--- src/rtl/particle_streamer_pkg.sv ---
// Shared definitions for the particle streaming path: record layout,
// streamer states and default sizing.
package defs;

   localparam int NUM_PARTICLES  = 32;
   localparam int DATA_W         = 128;
   localparam int PARTICLE_BYTES = DATA_W / 8;

   // One particle record as it sits in external memory.
   typedef struct packed {
      logic [DATA_W/4-1:0] pos_x;
      logic [DATA_W/4-1:0] pos_y;
      logic [DATA_W/4-1:0] pos_z;
      logic [DATA_W/4-1:0] weight;
   } particle_t;

   typedef enum logic [1:0] {
      IDLE,
      RUN,
      DRAIN
   } streamer_state_t;

endpackage

--- src/rtl/particle_streamer_fifo.sv ---
// Synchronous FIFO with a registered head. The head register always holds
// the oldest entry, so the output comes straight from a flop. Push and pop
// may coincide at any occupancy, including full.
module sync_fifo #(
   parameter int WIDTH = 8,
   parameter int DEPTH = 16
) (
   input  logic                       clk,
   input  logic                       rst,
   input  logic                       push,
   input  logic [WIDTH-1:0]           push_data,
   input  logic                       pop,
   output logic [WIDTH-1:0]           head,
   output logic                       empty,
   output logic [$clog2(DEPTH+1)-1:0] count
);

   localparam int PTR_W = $clog2(DEPTH);
   localparam int CNT_W = $clog2(DEPTH+1);

   logic [WIDTH-1:0] mem [DEPTH];
   logic [PTR_W-1:0] wr_ptr, rd_ptr, rd_next;
   logic             full, do_push, do_pop;

   assign empty   = (count == '0);
   assign full    = (count == CNT_W'(DEPTH));
   assign do_pop  = pop && !empty;
   // A full FIFO still accepts a push when the same cycle frees a slot.
   assign do_push = push && (!full || do_pop);
   assign rd_next = rd_ptr + 1'b1;

   // Storage array; validity is tracked by count, so no reset is needed.
   always_ff @(posedge clk) begin
      if (do_push) mem[wr_ptr] <= push_data;
   end

   // Pointers, occupancy and the head register.
   always_ff @(posedge clk) begin
      if (rst) begin
         wr_ptr <= '0;
         rd_ptr <= '0;
         count  <= '0;
         head   <= '0;
      end else begin
         if (do_push) wr_ptr <= wr_ptr + 1'b1;
         if (do_pop)  rd_ptr <= rd_next;
         count <= count + CNT_W'(do_push) - CNT_W'(do_pop);
         if (do_pop) begin
            // When full, the push overwrites the slot being popped, never
            // the one that becomes the new head.
            if (count > CNT_W'(1)) head <= mem[rd_next];
            else if (do_push)      head <= push_data;
         end else if (empty && do_push) begin
            head <= push_data;
         end
      end
   end

endmodule

--- src/rtl/particle_streamer.sv ---
// Streams NUM_PARTICLES records per phase from external memory to the
// push/scatter datapath. Reads are issued only while the response buffer
// has a guaranteed slot, so unthrottled responses can never overflow it.
module particle_streamer #(
   parameter int NUM_PARTICLES = defs::NUM_PARTICLES,
   parameter int DATA_W        = 128,
   parameter int ADDR_W        = 28,
   parameter int FIFO_DEPTH    = 16
) (
   input  logic              clk,
   input  logic              rst,
   input  logic              start,
   input  logic [ADDR_W-1:0] base_addr,
   output logic              mem_req_valid,
   input  logic              mem_req_ready,
   output logic [ADDR_W-1:0] mem_req_addr,
   input  logic              mem_rsp_valid,
   input  logic [DATA_W-1:0] mem_rsp_data,
   output logic              out_valid,
   input  logic              out_ready,
   output logic [DATA_W-1:0] out_data,
   output logic              out_last,
   output logic              busy,
   output logic              done,
   output logic              rsp_err
);

   import defs::*;

   localparam int                IDX_W    = $clog2(NUM_PARTICLES+1);
   localparam int                CNT_W    = $clog2(FIFO_DEPTH+1);
   localparam logic [ADDR_W-1:0] STEP     = ADDR_W'(DATA_W/8);
   localparam logic [IDX_W-1:0]  LAST_IDX = IDX_W'(NUM_PARTICLES-1);
   localparam logic [IDX_W-1:0]  REQ_END  = IDX_W'(NUM_PARTICLES);
   localparam logic [CNT_W:0]    CREDITS  = (CNT_W+1)'(FIFO_DEPTH);

   streamer_state_t   state, state_nxt;
   logic [IDX_W-1:0]  req_idx, out_idx;
   logic [ADDR_W-1:0] addr;
   logic [CNT_W-1:0]  outstanding, fifo_count;
   logic [CNT_W:0]    credit_used;
   logic              start_ok, req_fire, out_fire, last_fire, rsp_push;
   logic              fifo_empty, done_q, rsp_err_q;

   assign start_ok    = start && (state == IDLE);
   assign credit_used = {1'b0, outstanding} + {1'b0, fifo_count};
   assign req_fire    = mem_req_valid && mem_req_ready;
   assign out_fire    = out_valid && out_ready;
   assign last_fire   = out_fire && (out_idx == LAST_IDX);
   // Responses in IDLE belong to an aborted phase and are discarded.
   assign rsp_push    = mem_rsp_valid && (state != IDLE);

   assign mem_req_addr = addr;
   assign out_valid    = !fifo_empty;
   assign out_last     = out_valid && (out_idx == LAST_IDX);
   assign busy         = (state != IDLE);
   assign done         = done_q;
   assign rsp_err      = rsp_err_q;

   // State register.
   always_ff @(posedge clk) begin
      if (rst) state <= IDLE;
      else     state <= state_nxt;
   end

   // Next state and request issue. Requests stop once all indices are
   // issued, covering the single RUN cycle before the move to DRAIN.
   always_comb begin
      state_nxt     = state;
      mem_req_valid = 1'b0;
      unique case (state)
         IDLE: begin
            if (start) state_nxt = RUN;
         end
         RUN: begin
            mem_req_valid = (req_idx != REQ_END) && (credit_used < CREDITS);
            if (last_fire)               state_nxt = IDLE;
            else if (req_idx == REQ_END) state_nxt = DRAIN;
         end
         DRAIN: begin
            if (last_fire) state_nxt = IDLE;
         end
         default: state_nxt = IDLE;
      endcase
   end

   // Counters, address, credit tracking and status flags.
   always_ff @(posedge clk) begin
      if (rst) begin
         req_idx     <= '0;
         out_idx     <= '0;
         addr        <= '0;
         outstanding <= '0;
         done_q      <= 1'b0;
         rsp_err_q   <= 1'b0;
      end else begin
         done_q <= last_fire;
         if (mem_rsp_valid && (state == IDLE)) rsp_err_q <= 1'b1;
         if (start_ok) begin
            req_idx <= '0;
            out_idx <= '0;
            addr    <= base_addr;
         end else begin
            if (req_fire) begin
               req_idx <= req_idx + 1'b1;
               addr    <= addr + STEP;
            end
            if (out_fire) out_idx <= out_idx + 1'b1;
         end
         unique case ({req_fire, rsp_push})
            2'b10:   outstanding <= outstanding + 1'b1;
            2'b01:   outstanding <= outstanding - 1'b1;
            default: outstanding <= outstanding;
         endcase
      end
   end

   sync_fifo #(
      .WIDTH (DATA_W),
      .DEPTH (FIFO_DEPTH)
   ) u_fifo (
      .clk       (clk),
      .rst       (rst),
      .push      (rsp_push),
      .push_data (mem_rsp_data),
      .pop       (out_fire),
      .head      (out_data),
      .empty     (fifo_empty),
      .count     (fifo_count)
   );

endmodule
--- config.mk ---
export PLATFORM = sky130hd
export DESIGN_NAME = particle_streamer
export DESIGN_NICKNAME = d
export VERILOG_FILES = /design/src/rtl/particle_streamer_pkg.sv /design/src/rtl/particle_streamer_fifo.sv /design/src/rtl/particle_streamer.sv
export SDC_FILE = /design/constraint.sdc
export NUM_CORES = 2
export LEC_CHECK = 0
export BUFFER_PORTS_ARGS = -buffer_cell sky130_fd_sc_hd__buf_2
export CORE_UTILIZATION = 40
export CTS_CLUSTER_DIAMETER = 30
export DETAILED_ROUTE_END_ITERATION = 10
export GPL_ROUTABILITY_DRIVEN = 1
export SETUP_SLACK_MARGIN = 0.5
export SLEW_MARGIN = 10
export SYNTH_ARGS = -nofsm -noshare
export SYNTH_HDL_FRONTEND = slang
export SYNTH_SLANG_ARGS = --single-unit
--- constraint.sdc ---
create_clock -name clk -period 15.6 [get_ports clk]
set_clock_uncertainty 0.05 [all_clocks]
set_input_delay 1.56 -clock clk [delete_from_list [all_inputs] [get_ports clk]]
set_output_delay 1.56 -clock clk [all_outputs]
set_load 0.005 [all_outputs]
# Word level (Yosys, flattened, before mapping)
# Memories as Yosys holds them, arrays and structs flattened.
# Cells that the tools add are included.
# op_classes
n_addsub	10
order_cmp	2
muxes	15
reduce_logical	23
eq_ne	12
# op_table
op	n
128-bit two-way mux	4
28-bit two-way mux	2
28-bit by 5-bit adder with 28-bit output (second input constant)	1
6-bit by 1-bit adder with 6-bit output (second input constant)	2
1-bit logical AND	11
5-bit one-hot mux with 2 select lines	1
4-bit by 1-bit adder with 4-bit output (second input constant)	2
2-bit two-way mux	4
2-bit nonzero test	4
5-bit by 5-bit adder with 6-bit output	1
6-bit by 5-bit == test with 1-bit output (second input constant)	1
6-bit == test (second input constant)	1
6-bit by 5-bit < comparator with 1-bit output (second input constant)	1
6-bit != test (second input constant)	1
2-bit one-hot mux with 3 select lines	1
5-bit by 1-bit adder with 5-bit output	1
5-bit by 1-bit adder with 5-bit output (second input constant)	1
5-bit == test (second input constant)	1
5-bit by 1-bit greater-than comparator with 1-bit output (second input constant)	1
5-bit logical NOT	1
5-bit by 1-bit subtractor with 5-bit output	1
5-bit by 1-bit subtractor with 5-bit output (second input constant)	1
2-bit by 1-bit == test with 1-bit output (second input constant)	2
2-bit == test (second input constant)	2
10 further kinds	14
# totals
mem_bits_rw	2048
register_bits	190
out_inout_bits	162
mem_count	1
# memory_table
memory	words	width	rd	rd_ports_with_merged_regs	wr	line	source
u_fifo.mem	16	128	1	0	1	particle_streamer_fifo.sv:21	logic [WIDTH-1:0] mem [DEPTH];

# Depth between registers and ports, before layout
# depth
depth_word	9
mapped_depth	15
mapped_depth_nobuf	14

# By module
# Synthesis repeated with hierarchy kept, for this count alone.
# hier_totals
cells_unflattened	5017
hier_area_um2	87171.1
# by_module_without_submodules
module	n_inst	cells_each	area_each_um2	seq_area_each_um2
sync_fifo	1	4682	84449.7	64321.7
particle_streamer	1	335	2721.4	980.9

# Worst setup path before layout
# Ideal clock, no wire load.
# synth_path
path_type	in2reg
startpoint	input port mem_rsp_valid
endpoint	memory u_fifo.mem[3][0] (netlist bit), enable pin
stages	5
setup_slack_ns	3.969
setup_time_ns	0.772
t_arrival_ns	10.809
path_buffers	0
path_cell_list	o21ai_0 -> a31o_2 -> clkinv_1 -> nand2_1 -> nor3_1
# synth_via
elab_chain_cells	4
# synth_rtl
item	line	source
from (decl)	particle_streamer.sv:17	input logic mem_rsp_valid,
1-bit logical AND	particle_streamer.sv:51	assign rsp_push = mem_rsp_valid && (state != IDLE);
1-bit logical AND	particle_streamer_fifo.sv:29	assign do_push = push && (!full || do_pop);
net u_fifo.do_push	particle_streamer_fifo.sv:23	logic full, do_push, do_pop;
1-bit two-way mux	particle_streamer_fifo.sv:34	if (do_push) mem[wr_ptr] <= push_data;
1-bit two-way mux (not written as such)	particle_streamer_fifo.sv:34	
to (decl)	particle_streamer_fifo.sv:21	
# The timed path passes the listed nets, and every way through them passes these cells.

# Worst setup path in the final report
# layout_path
startpoint	register u_fifo.rd_ptr[0]
endpoint	register u_fifo.head[67]
# layout_via
elab_chain_cells	4
# layout_rtl
item	line	source
from (decl)	particle_streamer_fifo.sv:22	logic [PTR_W-1:0] wr_ptr, rd_ptr, rd_next;
from (signal assigned)	particle_streamer_fifo.sv:46	if (do_pop) rd_ptr <= rd_next;
4-bit by 1-bit adder with 4-bit output	particle_streamer_fifo.sv:30	assign rd_next = rd_ptr + 1'b1;
memory 16 x 128 bit	--	
128-bit two-way mux	particle_streamer_fifo.sv:51	if (count > CNT_W'(1)) head <= mem[rd_next];
128-bit two-way mux	particle_streamer_fifo.sv:48	if (do_pop) begin
to (signal assigned)	particle_streamer_fifo.sv:51	
to (signal assigned)	particle_streamer_fifo.sv:52	else if (do_push) head <= push_data;
to (signal assigned)	particle_streamer_fifo.sv:54	head <= push_data;
to (decl)	particle_streamer_fifo.sv:13	output logic [WIDTH-1:0] head,
# No other way between the ends.
# A chain may end at the register's enable or synchronous reset.

==> metrics.txt <==
# TYPE chip_impl_metric gauge
chip_impl_info{name="outcome",value="completed"} 1
chip_impl_metric{name="crit_fanout",unit=""} 44
chip_impl_metric{name="post_cts_setup_buffer_count",unit=""} 0
chip_impl_metric{name="cts.htree.levels",unit=""} 5
chip_impl_metric{name="die_area",unit="um^2"} 217000
chip_impl_metric{name="dpl.hpwl",unit="um"} 114000
chip_impl_metric{name="min_delay_path_depth",unit=""} 2
chip_impl_info{name="timing.hold.worst_endpoint",value="mem_req_addr[3]$_SDFFE_PP0P_"} 1
chip_impl_metric{name="antenna_left",unit=""} 0
chip_impl_info{name="cts_tree",value="yes"} 1
chip_impl_metric{name="buffer_ports.inserted",unit=""} 323
chip_impl_metric{name="post-layout-total-power",unit="uW"} 20400
chip_impl_metric{name="power_leakage",unit="uW"} 0.0348
chip_impl_metric{name="setup_total_negative_slack",unit="ps"} 0
chip_impl_info{name="root_buffer",value="sky130_fd_sc_hd__clkbuf_16"} 1
chip_impl_metric{name="design.final.nets",unit=""} 5036
chip_impl_info{name="crit_path_start_kind",value="flop"} 1
chip_impl_metric{name="worst-path-stages",unit=""} 8
chip_impl_metric{name="grt_pass1_wl",unit="um"} 327000
chip_impl_metric{name="setup-violations-final",unit=""} 0
chip_impl_metric{name="worst_ir_drop_vdd",unit="mV"} 0.135
chip_impl_metric{name="die-width",unit="um"} 466
chip_impl_metric{name="cts-resized-gates",unit=""} 0
chip_impl_metric{name="gr-usage-all-layers",unit="%"} 20.6
chip_impl_info{name="critical_path.cell_chain",value="buf_4, buf_4, buf_4, buf_4, mux4_2, mux2i_1, o221ai_1, o221a_1"} 1
chip_impl_metric{name="coreArea",unit="um^2"} 214000
chip_impl_metric{name="mappedNetlistNets",unit=""} 4460
chip_impl_metric{name="grt_max_degree",unit=""} 129
chip_impl_metric{name="finalMaxSlewViolations",unit=""} 0
chip_impl_info{name="netlist.top_cell.by_area",value="sky130_fd_sc_hd__edfxtp_1"} 1
chip_impl_info{name="synth_area_leaders",value="sky130_fd_sc_hd__edfxtp_1, sky130_fd_sc_hd__mux4_2, sky130_fd_sc_hd__dfxtp_1"} 1
chip_impl_info{name="final_cell_mix",value="sky130_fd_sc_hd__edfxtp_1, sky130_fd_sc_hd__mux4_2, sky130_fd_sc_hd__clkbuf_16"} 1
chip_impl_metric{name="overflow",unit=""} 0
chip_impl_metric{name="fmax",unit="GHz"} 0.186
chip_impl_info{name="timing_worst_setup_path_type",value="flop to flop"} 1
chip_impl_metric{name="critical_path.max_stage_delay",unit="ps"} 850
chip_impl_metric{name="worst-endpoint-required",unit="ps"} 16380
chip_impl_info{name="min_path_type",value="flop to flop"} 1
chip_impl_metric{name="dr_total_vias",unit=""} 45800
chip_impl_metric{name="dieHeight",unit="um"} 466
chip_impl_metric{name="postSynthAreaPerCell",unit="um^2"} 20.2
chip_impl_metric{name="max_slew_margin",unit="%"} 18.8
chip_impl_info{name="critPathMostFrequentCell",value="sky130_fd_sc_hd__buf_4"} 1
chip_impl_metric{name="final-instance-count-excl-fill",unit=""} 8058
chip_impl_info{name="critPathCaptureType",value="flop"} 1
chip_impl_info{name="cp_slowest_cell",value="sky130_fd_sc_hd__buf_4"} 1
chip_impl_metric{name="final_design_area_no_fill",unit="um^2"} 106000
chip_impl_metric{name="arrival",unit="ps"} 6160
chip_impl_metric{name="routabilityCongestion",unit=""} 0.752
chip_impl_metric{name="postSynth.asyncResetShare",unit="%"} 0
chip_impl_metric{name="power_density",unit="nW/um^2"} 192
chip_impl_metric{name="fin_crit_sh",unit="%"} 34.5
chip_impl_metric{name="hold_viol_final",unit=""} 0
chip_impl_metric{name="via_per_inst",unit=""} 5.68
chip_impl_metric{name="syn_area",unit="um^2"} 86200
chip_impl_metric{name="max_cap_violations",unit=""} 0
chip_impl_info{name="critical_path.reg2reg.endpoint",value="u_fifo.head[67]$_SDFFE_PP0P_"} 1
chip_impl_info{name="setup_repair_after_global_routing_missed_its_margin",value="false"} 1
chip_impl_metric{name="detail_route.first_pass.iterations",unit=""} 6
chip_impl_metric{name="wire_per_inst",unit="um"} 27.9
chip_impl_metric{name="synthesis.instances",unit=""} 4271
chip_impl_metric{name="path_depth_of_the_worst_reg2reg_path",unit=""} 8
chip_impl_metric{name="post_dp_cell_area",unit="um^2"} 91100
chip_impl_metric{name="drcViolationCount",unit=""} 0
chip_impl_metric{name="holdBufCountCts",unit=""} 0
chip_impl_metric{name="synth_top_area_share",unit="%"} 71.4
chip_impl_metric{name="detailedRoute.firstIterationViolations",unit=""} 4227
chip_impl_metric{name="sequential_cell_area_fraction_in_the_yosys_report",unit="%"} 75.8
chip_impl_metric{name="grt_antenna_before_repair",unit=""} 48
chip_impl_info{name="final_common_cell",value="sky130_fd_sc_hd__edfxtp_1"} 1
chip_impl_metric{name="fp-row-count",unit=""} 170
chip_impl_metric{name="synth-warning-count",unit=""} 0
chip_impl_info{name="hold_path.startpoint",value="mem_req_addr[3]$_SDFFE_PP0P_"} 1
chip_impl_metric{name="floorplan.io_pins",unit=""} 324
chip_impl_metric{name="routed_wl",unit="um"} 225000
chip_impl_metric{name="clock_path_buffers",unit=""} 4
chip_impl_metric{name="cts.sinks",unit=""} 2238
chip_impl_metric{name="yosys_register_bits",unit=""} 2238
chip_impl_metric{name="synth-edff-count",unit=""} 2048
chip_impl_metric{name="drive_above_1_share",unit="%"} 33.2
chip_impl_info{name="rr_startpoint",value="u_fifo.rd_ptr[0]$_SDFFE_PP0P_"} 1
chip_impl_metric{name="vias_in_the_first_global_route",unit=""} 46900
chip_impl_metric{name="synth.distinct_cells",unit=""} 54
chip_impl_info{name="critical_path.top_delay_family",value="buffers and inverters"} 1
chip_impl_metric{name="ff2ff_setup_slack",unit="ps"} 10220
chip_impl_metric{name="max_slew.worst_pin.slew",unit="ps"} 1220
chip_impl_metric{name="worstSkewPairLatency",unit="ps"} 970
chip_impl_metric{name="cts.clk_slew.worst_paths",unit="ps"} 50
chip_impl_info{name="synth_top_flop_cell",value="sky130_fd_sc_hd__edfxtp_1"} 1
chip_impl_metric{name="numCtsBuffers",unit=""} 441
chip_impl_metric{name="flow.area_growth_from_synthesis",unit="%"} 23.3
chip_impl_metric{name="period_minus_ws_final",unit="ps"} 5380
chip_impl_metric{name="critical_path_buf_inv_count",unit=""} 4
chip_impl_metric{name="initial_utilization",unit="%"} 40.2
chip_impl_metric{name="place.detailed.instances",unit=""} 7242
logic make-up (layout without fill, tap and decap cells):
logic type               count (synthesis)  after routing  synth area share (%)
buffers and inverters                  303           1240                  1.51
multiplexers                           643            643                  14.9
AND/OR/NAND/NOR                        572            572                  2.78
other                                    0             12                     0
AO/OA/AOI/OAI                          453            453                  4.26
flip-flops                            2238           2238                  75.8
XOR/XNOR                                35             35                 0.364
adder cells (fa/ha/maj)                 27             27                 0.409
state kept, by name, summed over array words and instances, names as in the netlist, 4 cells and up:
register / flops
u_fifo.head: 128
u_fifo.wr_ptr: 4
mem_req_addr: 28
req_idx: 6
u_fifo.rd_ptr: 4
u_fifo.mem: 2048
out_idx: 6
u_fifo.count: 5
outstanding: 5
how the worst max path moves through the flow:
stage / end / slack, ps / from
after floorplan: u_fifo.mem[3][0]$_DFFE_PP_ / 3970 / mem_rsp_valid
after global placement: u_fifo.mem[5][79]$_DFFE_PP_ / 9860 / mem_rsp_valid
after detailed placement: u_fifo.mem[5][70]$_DFFE_PP_ / 9840 / mem_rsp_valid
after CTS: u_fifo.head[67]$_SDFFE_PP0P_ / 10020 / u_fifo.rd_ptr[0]$_SDFFE_PP0P_
after global routing: u_fifo.head[67]$_SDFFE_PP0P_ / 9690 / u_fifo.rd_ptr[0]$_SDFFE_PP0P_
final: u_fifo.head[67]$_SDFFE_PP0P_ / 10220 / u_fifo.rd_ptr[0]$_SDFFE_PP0P_
Yosys cell counts, types with 3 or more instances:
library cell,number
sky130_fd_sc_hd__inv_1,28
sky130_fd_sc_hd__mux4_2,512
sky130_fd_sc_hd__nand4_1,13
sky130_fd_sc_hd__nor3_1,11
sky130_fd_sc_hd__ha_1,25
sky130_fd_sc_hd__o221ai_1,128
sky130_fd_sc_hd__buf_1,27
sky130_fd_sc_hd__xnor2_1,22
sky130_fd_sc_hd__xor2_1,12
sky130_fd_sc_hd__buf_4,10
sky130_fd_sc_hd__nand2b_1,3
sky130_fd_sc_hd__nor4_1,5
sky130_fd_sc_hd__dfxtp_1,190
sky130_fd_sc_hd__nor2b_1,6
sky130_fd_sc_hd__or3_1,9
sky130_fd_sc_hd__nor4b_1,3
sky130_fd_sc_hd__nand2_1,289
sky130_fd_sc_hd__nor2_1,204
sky130_fd_sc_hd__a211oi_1,15
sky130_fd_sc_hd__or4_1,3
sky130_fd_sc_hd__mux2i_1,131
sky130_fd_sc_hd__o31ai_1,3
sky130_fd_sc_hd__o221a_1,72
sky130_fd_sc_hd__buf_2,99
sky130_fd_sc_hd__o21ai_0,13
sky130_fd_sc_hd__clkbuf_1,138
sky130_fd_sc_hd__a311oi_1,9
sky130_fd_sc_hd__a21oi_1,145
sky130_fd_sc_hd__o221a_2,56
sky130_fd_sc_hd__edfxtp_1,2048
sky130_fd_sc_hd__nand3_1,12
routing by layer:
metal	part of all wire (%)	wire, um	global-route usage [%]	vias up
met4	2.0	4470	5.91	30
met2	48	107000	32.4	1710
met3	6.8	15400	4.59	370
met1	44	98100	28.8	24600
li1	-	-	-	19100
met5	0.086	194	0	-
final cells by class:
cell class,instances,area [um^2]
diodes,12,30.0
clock buffers,520,11700
clock inverters,284,3400
fillers,17300,108000
inverters,29,114
multi-input cells,1730,19800
flip-flops and latches,2238,65300
well taps,2838,3550
repair buffers,407,2350
through the flow:
stage | setup WS, ps | utilization (%) | hold WS (ps)
after floorplan | 3970 | - | 403
after global placement | 9860 | 42.5 | 390
after detailed placement | 9840 | 42.5 | 397
after CTS | 10020 | 49.5 | 403
after global routing | 9690 | 49.5 | 426
final | 10220 | 49.6 | 401
power by group:
part / internal [uW] / total (uW) / switching [uW]
logic: 1800 / 4000 / 2200
registers: 6730 / 6940 / 207
clock network: 6390 / 9440 / 3050
worst register-to-register path, stage by stage (launching register included):
cell	delay [ps]
sky130_fd_sc_hd__dfxtp_4	680
sky130_fd_sc_hd__buf_4	710
sky130_fd_sc_hd__buf_4	870
sky130_fd_sc_hd__buf_4	790
sky130_fd_sc_hd__buf_4	870
sky130_fd_sc_hd__mux4_2	620
sky130_fd_sc_hd__mux2i_1	210
sky130_fd_sc_hd__o221ai_1	160
sky130_fd_sc_hd__o221a_1	270
Power figures use the tool's default switching activity.
